--- src/rtl/alu_pkg.sv ---
// alu_pkg: shared ALU command, control and digit-level argument types
package alu_pkg;
  localparam int ALU_DW = 4;
  typedef enum logic [1:0] {ADD, SUB, RSHFT, LSHFT} AluCmd;
  typedef struct packed {
    logic  carry_in;
    logic  b_inv;
    logic  carry_disable;
    AluCmd cmd;
  } AluCtrl;
  typedef struct packed {
    AluCtrl            ctrl;
    logic [ALU_DW-1:0] a;
    logic [ALU_DW-1:0] b;
  } AluArgs;
  typedef struct packed {
    logic [ALU_DW-1:0] y;
    logic              co;
  } AluRet;
endpackage

--- src/rtl/digit_serial_alu_seq_if.sv ---
// digit_serial_alu_seq_if: request/result bundle between decode and the digit-serial sequencer
interface digit_serial_alu_seq_if import alu_pkg::*; #(parameter int WORD_W = 32, parameter int DIGIT_W = 4);
  localparam int NDIG = WORD_W / DIGIT_W;
  localparam int LW = $clog2(NDIG);
  logic              start;
  AluCmd             cmd;
  logic [LW-1:0]     len;
  logic              w2_neg;
  logic [WORD_W-1:0] word1;
  logic [WORD_W-1:0] word2;
  logic [WORD_W-1:0] preinit;
  logic              busy;
  logic              done;
  logic [WORD_W-1:0] result;
  logic              carry_out;
  modport master(output start, cmd, len, w2_neg, word1, word2, preinit, input busy, done, result, carry_out);
  modport slave(input start, cmd, len, w2_neg, word1, word2, preinit, output busy, done, result, carry_out);
endinterface

--- src/rtl/digit_serial_alu_seq_digit_alu.sv ---
// digit_alu: one-digit adder with optional operand inversion and carry-in gating
module digit_alu import alu_pkg::*; #(parameter int DIGIT_W = 4) (
  input  AluCtrl             ctrl,
  input  logic [DIGIT_W-1:0] a,
  input  logic [DIGIT_W-1:0] b,
  output logic [DIGIT_W-1:0] y,
  output logic               co
);
  logic               inv;
  logic [DIGIT_W-1:0] bb;
  logic [DIGIT_W:0]   sum;
  always_comb begin
    inv = ctrl.b_inv || ctrl.cmd == SUB;
    bb  = inv ? ~b : b;
    sum = {1'b0, a} + {1'b0, bb} + {{DIGIT_W{1'b0}}, ctrl.carry_in & ~ctrl.carry_disable};
  end
  assign {co, y} = sum;
endmodule

--- src/rtl/digit_serial_alu_seq.sv ---
// digit_serial_alu_seq: walks one DIGIT_W-bit ALU across a WORD_W-bit operand pair, one digit per clock
// Optional DSEQ_EARLY_EXIT_EN: ADD/SUB stop as soon as the carry chain settles above len.
module digit_serial_alu_seq import alu_pkg::*; #(parameter int WORD_W = 32, parameter int DIGIT_W = 4) (
  input logic                   clk,
  input logic                   rst_n,
  digit_serial_alu_seq_if.slave bus
);
  localparam int NDIG = WORD_W / DIGIT_W;
  localparam int LW = $clog2(NDIG);
  localparam logic [LW:0] CMAX = (LW+1)'(NDIG - 1);
  localparam logic [LW:0] ONE = (LW+1)'(1);
  typedef enum logic [1:0] {IDLE, RUN, DONE} state_t;
  state_t             state, state_d;
  AluCmd              cmd_q;
  logic [LW-1:0]      len_q, i;
  logic               w2_neg_q, c_q, co_q, c_sum, c_nxt, last, stop_arith;
  logic [WORD_W-1:0]  w1_q, w2_q, res_q;
  logic [LW:0]        cnt;
  logic [DIGIT_W-1:0] d1, d2, sum, dig;
  AluCtrl             ctrl;
  assign i    = cnt[LW-1:0];
  assign d1   = w1_q[i*DIGIT_W +: DIGIT_W];
  assign d2   = i > len_q ? {DIGIT_W{w2_neg_q}} : w2_q[i*DIGIT_W +: DIGIT_W];
  assign ctrl = '{carry_in: c_q, b_inv: cmd_q == SUB, carry_disable: 1'b0, cmd: cmd_q};
  digit_alu #(.DIGIT_W(DIGIT_W)) u_alu (.ctrl(ctrl), .a(d1), .b(d2), .y(sum), .co(c_sum));
  assign dig   = cmd_q == RSHFT ? {c_q, d2[DIGIT_W-1:1]} : cmd_q == LSHFT ? {d2[DIGIT_W-2:0], c_q} : sum;
  assign c_nxt = cmd_q == RSHFT ? d2[0] : cmd_q == LSHFT ? d2[DIGIT_W-1] : c_sum;
`ifdef DSEQ_EARLY_EXIT_EN
  // SUB's carry is NOT borrow, so a set carry means the chain has settled
  assign stop_arith = i >= len_q && !w2_neg_q && (c_sum == (cmd_q == SUB));
`else
  assign stop_arith = 1'b0;
`endif
  assign last = cmd_q == RSHFT ? i == '0 : cmd_q == LSHFT ? i == len_q : (stop_arith || cnt == CMAX);
  always_comb begin
    state_d = state == IDLE ? (bus.start ? RUN : IDLE) : state == RUN ? (last ? DONE : RUN) : IDLE;
  end
  always_ff @(posedge clk) begin
    if (!rst_n) state <= IDLE;
    else state <= state_d;
  end
  always_ff @(posedge clk) begin
    if (!rst_n) begin
      res_q    <= '0;
      c_q      <= 1'b0;
      co_q     <= 1'b0;
      cnt      <= '0;
      cmd_q    <= ADD;
      len_q    <= '0;
      w2_neg_q <= 1'b0;
      w1_q     <= '0;
      w2_q     <= '0;
    end else if (state == IDLE && bus.start) begin
      cmd_q    <= bus.cmd;
      len_q    <= bus.len;
      w2_neg_q <= bus.w2_neg;
      w1_q     <= bus.word1;
      w2_q     <= bus.word2;
      res_q    <= bus.preinit;
      c_q      <= bus.cmd == SUB;
      cnt      <= bus.cmd == RSHFT ? {1'b0, bus.len} : '0;
    end else if (state == RUN) begin
      res_q[i*DIGIT_W +: DIGIT_W] <= dig;
      c_q <= c_nxt;
      cnt <= cmd_q == RSHFT ? cnt - ONE : cnt + ONE;
      if (last) co_q <= c_nxt;
    end
  end
  assign bus.busy      = state == RUN;
  assign bus.done      = state == DONE;
  assign bus.result    = res_q;
  assign bus.carry_out = co_q;
endmodule
--- src/flat_wrapper.sv ---
// flat-port wrapper written by rule: the top's interface ports become plain ports
module digit_serial_alu_seq_flat import alu_pkg::*;
#(parameter int WORD_W = 32, parameter int DIGIT_W = 4)
  (clk, rst_n, bus_start, bus_cmd, bus_len, bus_w2_neg, bus_word1, bus_word2, bus_preinit, bus_busy, bus_done, bus_result, bus_carry_out);
  digit_serial_alu_seq_if #(.WORD_W(WORD_W), .DIGIT_W(DIGIT_W)) bus_i ();
  input logic clk;
  input logic rst_n;
  input wire logic [$bits(bus_i.start)-1:0] bus_start;
  input wire logic [$bits(bus_i.cmd)-1:0] bus_cmd;
  input wire logic [$bits(bus_i.len)-1:0] bus_len;
  input wire logic [$bits(bus_i.w2_neg)-1:0] bus_w2_neg;
  input wire logic [$bits(bus_i.word1)-1:0] bus_word1;
  input wire logic [$bits(bus_i.word2)-1:0] bus_word2;
  input wire logic [$bits(bus_i.preinit)-1:0] bus_preinit;
  output wire logic [$bits(bus_i.busy)-1:0] bus_busy;
  output wire logic [$bits(bus_i.done)-1:0] bus_done;
  output wire logic [$bits(bus_i.result)-1:0] bus_result;
  output wire logic [$bits(bus_i.carry_out)-1:0] bus_carry_out;
  assign bus_i.start = bus_start;
  assign bus_i.cmd = bus_cmd;
  assign bus_i.len = bus_len;
  assign bus_i.w2_neg = bus_w2_neg;
  assign bus_i.word1 = bus_word1;
  assign bus_i.word2 = bus_word2;
  assign bus_i.preinit = bus_preinit;
  assign bus_busy = bus_i.busy;
  assign bus_done = bus_i.done;
  assign bus_result = bus_i.result;
  assign bus_carry_out = bus_i.carry_out;
  digit_serial_alu_seq #(.WORD_W(WORD_W), .DIGIT_W(DIGIT_W)) u_core (.clk(clk), .rst_n(rst_n), .bus(bus_i));
endmodule
--- config.mk ---
export PLATFORM = sky130hd
export DESIGN_NAME = digit_serial_alu_seq_flat
export DESIGN_NICKNAME = d
export VERILOG_FILES = /design/src/rtl/alu_pkg.sv /design/src/rtl/digit_serial_alu_seq_if.sv /design/src/rtl/digit_serial_alu_seq_digit_alu.sv /design/src/rtl/digit_serial_alu_seq.sv /design/src/flat_wrapper.sv
export SDC_FILE = /design/constraint.sdc
export NUM_CORES = 1
export LEC_CHECK = 0
export ABC_AREA = 1
export CAP_MARGIN = 10
export CORE_MARGIN = 2
export CORE_UTILIZATION = 57
export CTS_BUF_LIST = sky130_fd_sc_hd__clkbuf_16
export DETAILED_ROUTE_END_ITERATION = 10
export DONT_BUFFER_PORTS = 1
export PLACE_DENSITY = 0.83
export SKIP_CTS_REPAIR_TIMING = 1
export SLEW_MARGIN = 10
export SYNTH_ARGS = -nofsm -noshare
export SYNTH_HDL_FRONTEND = slang
export SYNTH_SLANG_ARGS = --single-unit
--- constraint.sdc ---
create_clock -name clk -period 9.55 [get_ports clk]
set_clock_uncertainty 0.2 [all_clocks]
set_input_delay 1.4325 -clock clk [delete_from_list [all_inputs] [get_ports clk]]
set_output_delay 1.4325 -clock clk [all_outputs]
set_load 0.1 [all_outputs]
==> impl_metrics.tcl <==
set metrics [dict create \
    outcome "finished, final reports clean" \
    path_cells "ha_1 -> nand3_1 -> nand2_1 -> or2_2 -> nand2_1 -> xor2_1 -> fa_1 -> fa_1 -> inv_1 -> nor2_1 -> o21ai_0 -> nand2_1 -> nor2_4 -> nand4_1 -> a21oi_1" \
    path_class "reg -> reg" \
    post_drt_via_cell_ratio 5.78 \
    totalWireLength_microns 14100 \
    hold_viol 0 \
    endpoint "u_core.bus.result[10]" \
    dp_slack_ns 5.49 \
    postLayoutCellArea_sq_um 5820 \
    multi_input_area_sq_um 2860 \
    ir_drop_mv 0.141 \
    core-area_sq_um 9330 \
    setup_ws_ns 5.45 \
    grt_pass1_vias 4921 \
    max_freq_mhz 244 \
    path_clk_slew_ns 0.08 \
    wl_per_cell_microns 15.5 \
    drtAntennaViolNets 0 \
    start_util_pct 59.2 \
    yosys.cell_types.count 38 \
    drtIter0Drc 386 \
    synth_flop_cell "dfxtp_1" \
    crit_path_end_kind "flip-flop" \
    cp_common_cell "nand2_1" \
    final_core_util_pct 62.4 \
    num_vias 5254 \
    syn_area_sq_um 5530 \
    synthMostInstantiatedCell "nand2_1" \
    relSlewSlack_pct 22.4 \
    synth_top_area_share_pct 39.9 \
    p_per_area_nw_per_um2 247 \
    insertion_delay_ns 0.35 \
    dp.cells 893 \
    pwr-share-seq_pct 42.7 \
    drive_gt1_share_pct 5.38 \
    placed_area_sq_um 5480 \
    die_h_microns 102 \
    r2r_cells 15 \
    async_flop_share_pct 0 \
    fin_crit_sh_pct 42.9 \
    avgSynthCellArea_sq_um 6.82 \
    p_switching_mw 0.569 \
    critPathArrivalTime_ns 4.13 \
    yosysWarnings 0 \
    track_usage_pct 26.6 \
    period_needed_ns 4.10 \
    final-seq-area_sq_um 2200 \
    ios 140 \
    startpoint_type "flip-flop" \
    placementRows 35 \
    antenna_found_initial 0 \
    drc 0 \
    port_buffers 0 \
    reg2reg_slack_ns 5.45 \
    layoutNonFillerInstCount 909 \
    hpwl_microns 9650 \
    p_clk_share_pct 29.3 \
    min_path_type "reg -> reg" \
    reg2reg_to "u_core.bus.result[10]" \
    cts_root_buf "clkbuf_16" \
    internal-power_mw 0.869 \
    final-max-slew-violation-count 0 \
    holdWs_ns 0.259 \
    cts-htree-levels 3 \
    fin_nets 894 \
    reg2reg_from "u_core.cnt[1]" \
    die-area_sq_um 10500 \
    cts_buffers 9 \
    place.gp.congestion 0.926 \
    grt_max_degree 98 \
    gr-total-overflow 0 \
    fill_cells 838 \
    syn_to_final_growth_pct 5.37 \
    worstMarginPinSlew_ns 1.16 \
    seq_area_frac_synth_pct 39.9 \
    rsz0062_at_grt "false" \
    cp_max_fo 20 \
    cap_viol_max_count 0 \
    netlist_instances 810 \
    synth_common_cells "159 x nand2_1, 156 x nor2_1, 110 x dfxtp_1" \
    fin_setup_tns_ns 0 \
    first_pass_iters 5 \
    p_sw_share_pct 39.6 \
    yosysTopAreaCell "dfxtp_1" \
    required_ns 9.58 \
    power.leakage_nw 2.53 \
    setup_violations 0 \
    combPwrFrac_pct 28.0 \
    grt_pass1_wl_microns 22300 \
    cts_sinks 110 \
    ys_top_cells_by_area "dfxtp_1 40%, nand2_1 11%, nor2_1 11%" \
    synth_fp_nets 929 \
    cts_buffer_depth 2 \
    p_total_mw 1.44 \
    startpoint "u_core.cnt[1]" \
    n_antenna_cell 0 \
    die_w_microns 102 \
    cts_tree "yes" \
    slowest_delay_ns 0.84 \
    synth_edf_count 0 \
    synth-seq-cells 110 \
    critPathSlowestCell "dfxtp_1" \
]
state kept, by name (all words and copies together), names as in the netlist:
signal / count
u_core.c_q: 1
u_core.bus.result: 32
u_core.cnt: 4
u_core.w2_q: 32
u_core.w2_neg_q: 1
u_core.w1_q: 32
u_core.state: 2
u_core.cmd_q: 2
u_core.len_q: 3
u_core.bus.carry_out: 1
how the worst min path moves through the flow:
stage                    startpoint         endpoint  slack [ns]  depth (start not counted)
finish               u_core.w2_q[5]   u_core.w2_q[5]        0.26                          2
global placement    u_core.w2_q[26]  u_core.w2_q[26]        0.25                          2
detailed placement  u_core.w2_q[26]  u_core.w2_q[26]        0.25                          2
floorplan           u_core.w2_q[29]  u_core.w2_q[29]        0.23                          2
CTS                 u_core.w2_q[26]  u_core.w2_q[26]        0.26                          2
global route         u_core.w2_q[5]   u_core.w2_q[5]        0.29                          2
metal layers:
| layer | vias up | routed length (microns) | track usage, % |
|---|---|---|---|
| met5 | - | 0 | 0 |
| met4 | 0 | 409 | 11.7 |
| met3 | 41 | 1070 | 5.13 |
| met2 | 221 | 6560 | 42.1 |
| met1 | 2402 | 6090 | 35.5 |
| li1 | 2590 | - | - |
cell usage in the layout, fill, tap and decap left out, types with 3 or more instances in the layout:
master | Yosys | layout
nand3_1 | 69 | 69
nand4_1 | 13 | 13
inv_2 | 7 | 6
a22oi_1 | 5 | 5
a21oi_1 | 50 | 50
a31oi_1 | 17 | 17
nor2_1 | 156 | 155
xor2_1 | 4 | 4
nor2_2 | 3 | 3
inv_1 | 51 | 51
o21ai_1 | 5 | 5
a32o_1 | 4 | 4
inv_6 | 0 | 3
clkbuf_16 | 0 | 9
ha_1 | 11 | 11
o21ai_0 | 67 | 67
buf_4 | 4 | 4
nor2_4 | 4 | 5
nand2_1 | 159 | 159
dfxtp_1 | 110 | 109
fa_1 | 3 | 3
worst max-delay path, delay by kind of cell (launching register included):
kind / cells / cell delay, ns
buf+inv: 1 / 0.07
compound gates: 2 / 0.34
simple gates: 8 / 1.20
xor+xnor: 1 / 0.09
fa+ha+maj: 3 / 1.22
flops: 1 / 0.84
layout make-up:
type	count	share of cell area [%]
Clock buffer	9	3.87
Multi-Input combinational cell	590	49.2
Inverter	60	3.89
Timing Repair Buffer	4	0.516
Sequential cell	110	37.8
Tap cell	129	2.77
Clock inverter	7	1.96
power by group through the flow:
stage	clock [mW]	sequential, mW	combinational [mW]
floorplan	0	0.610	0.327
global placement	0	0.622	0.379
detailed placement	0	0.623	0.396
CTS	0.423	0.614	0.401
global route	0.442	0.619	0.452
finish	0.422	0.614	0.402
kinds of logic after synthesis:
logic type                 count (synthesis)  synth area share (%)
AOI/OAI and AO/OA                        155                  15.4
DFF                                      110                  39.9
xor gates and xnor gates                   6                 0.951
buffers and inverters                    110                  8.49
adders and majority gates                 14                  3.58
and+or+nand+nor                          415                  31.7
No activity file was read; power rests on OpenSTA's default activity.
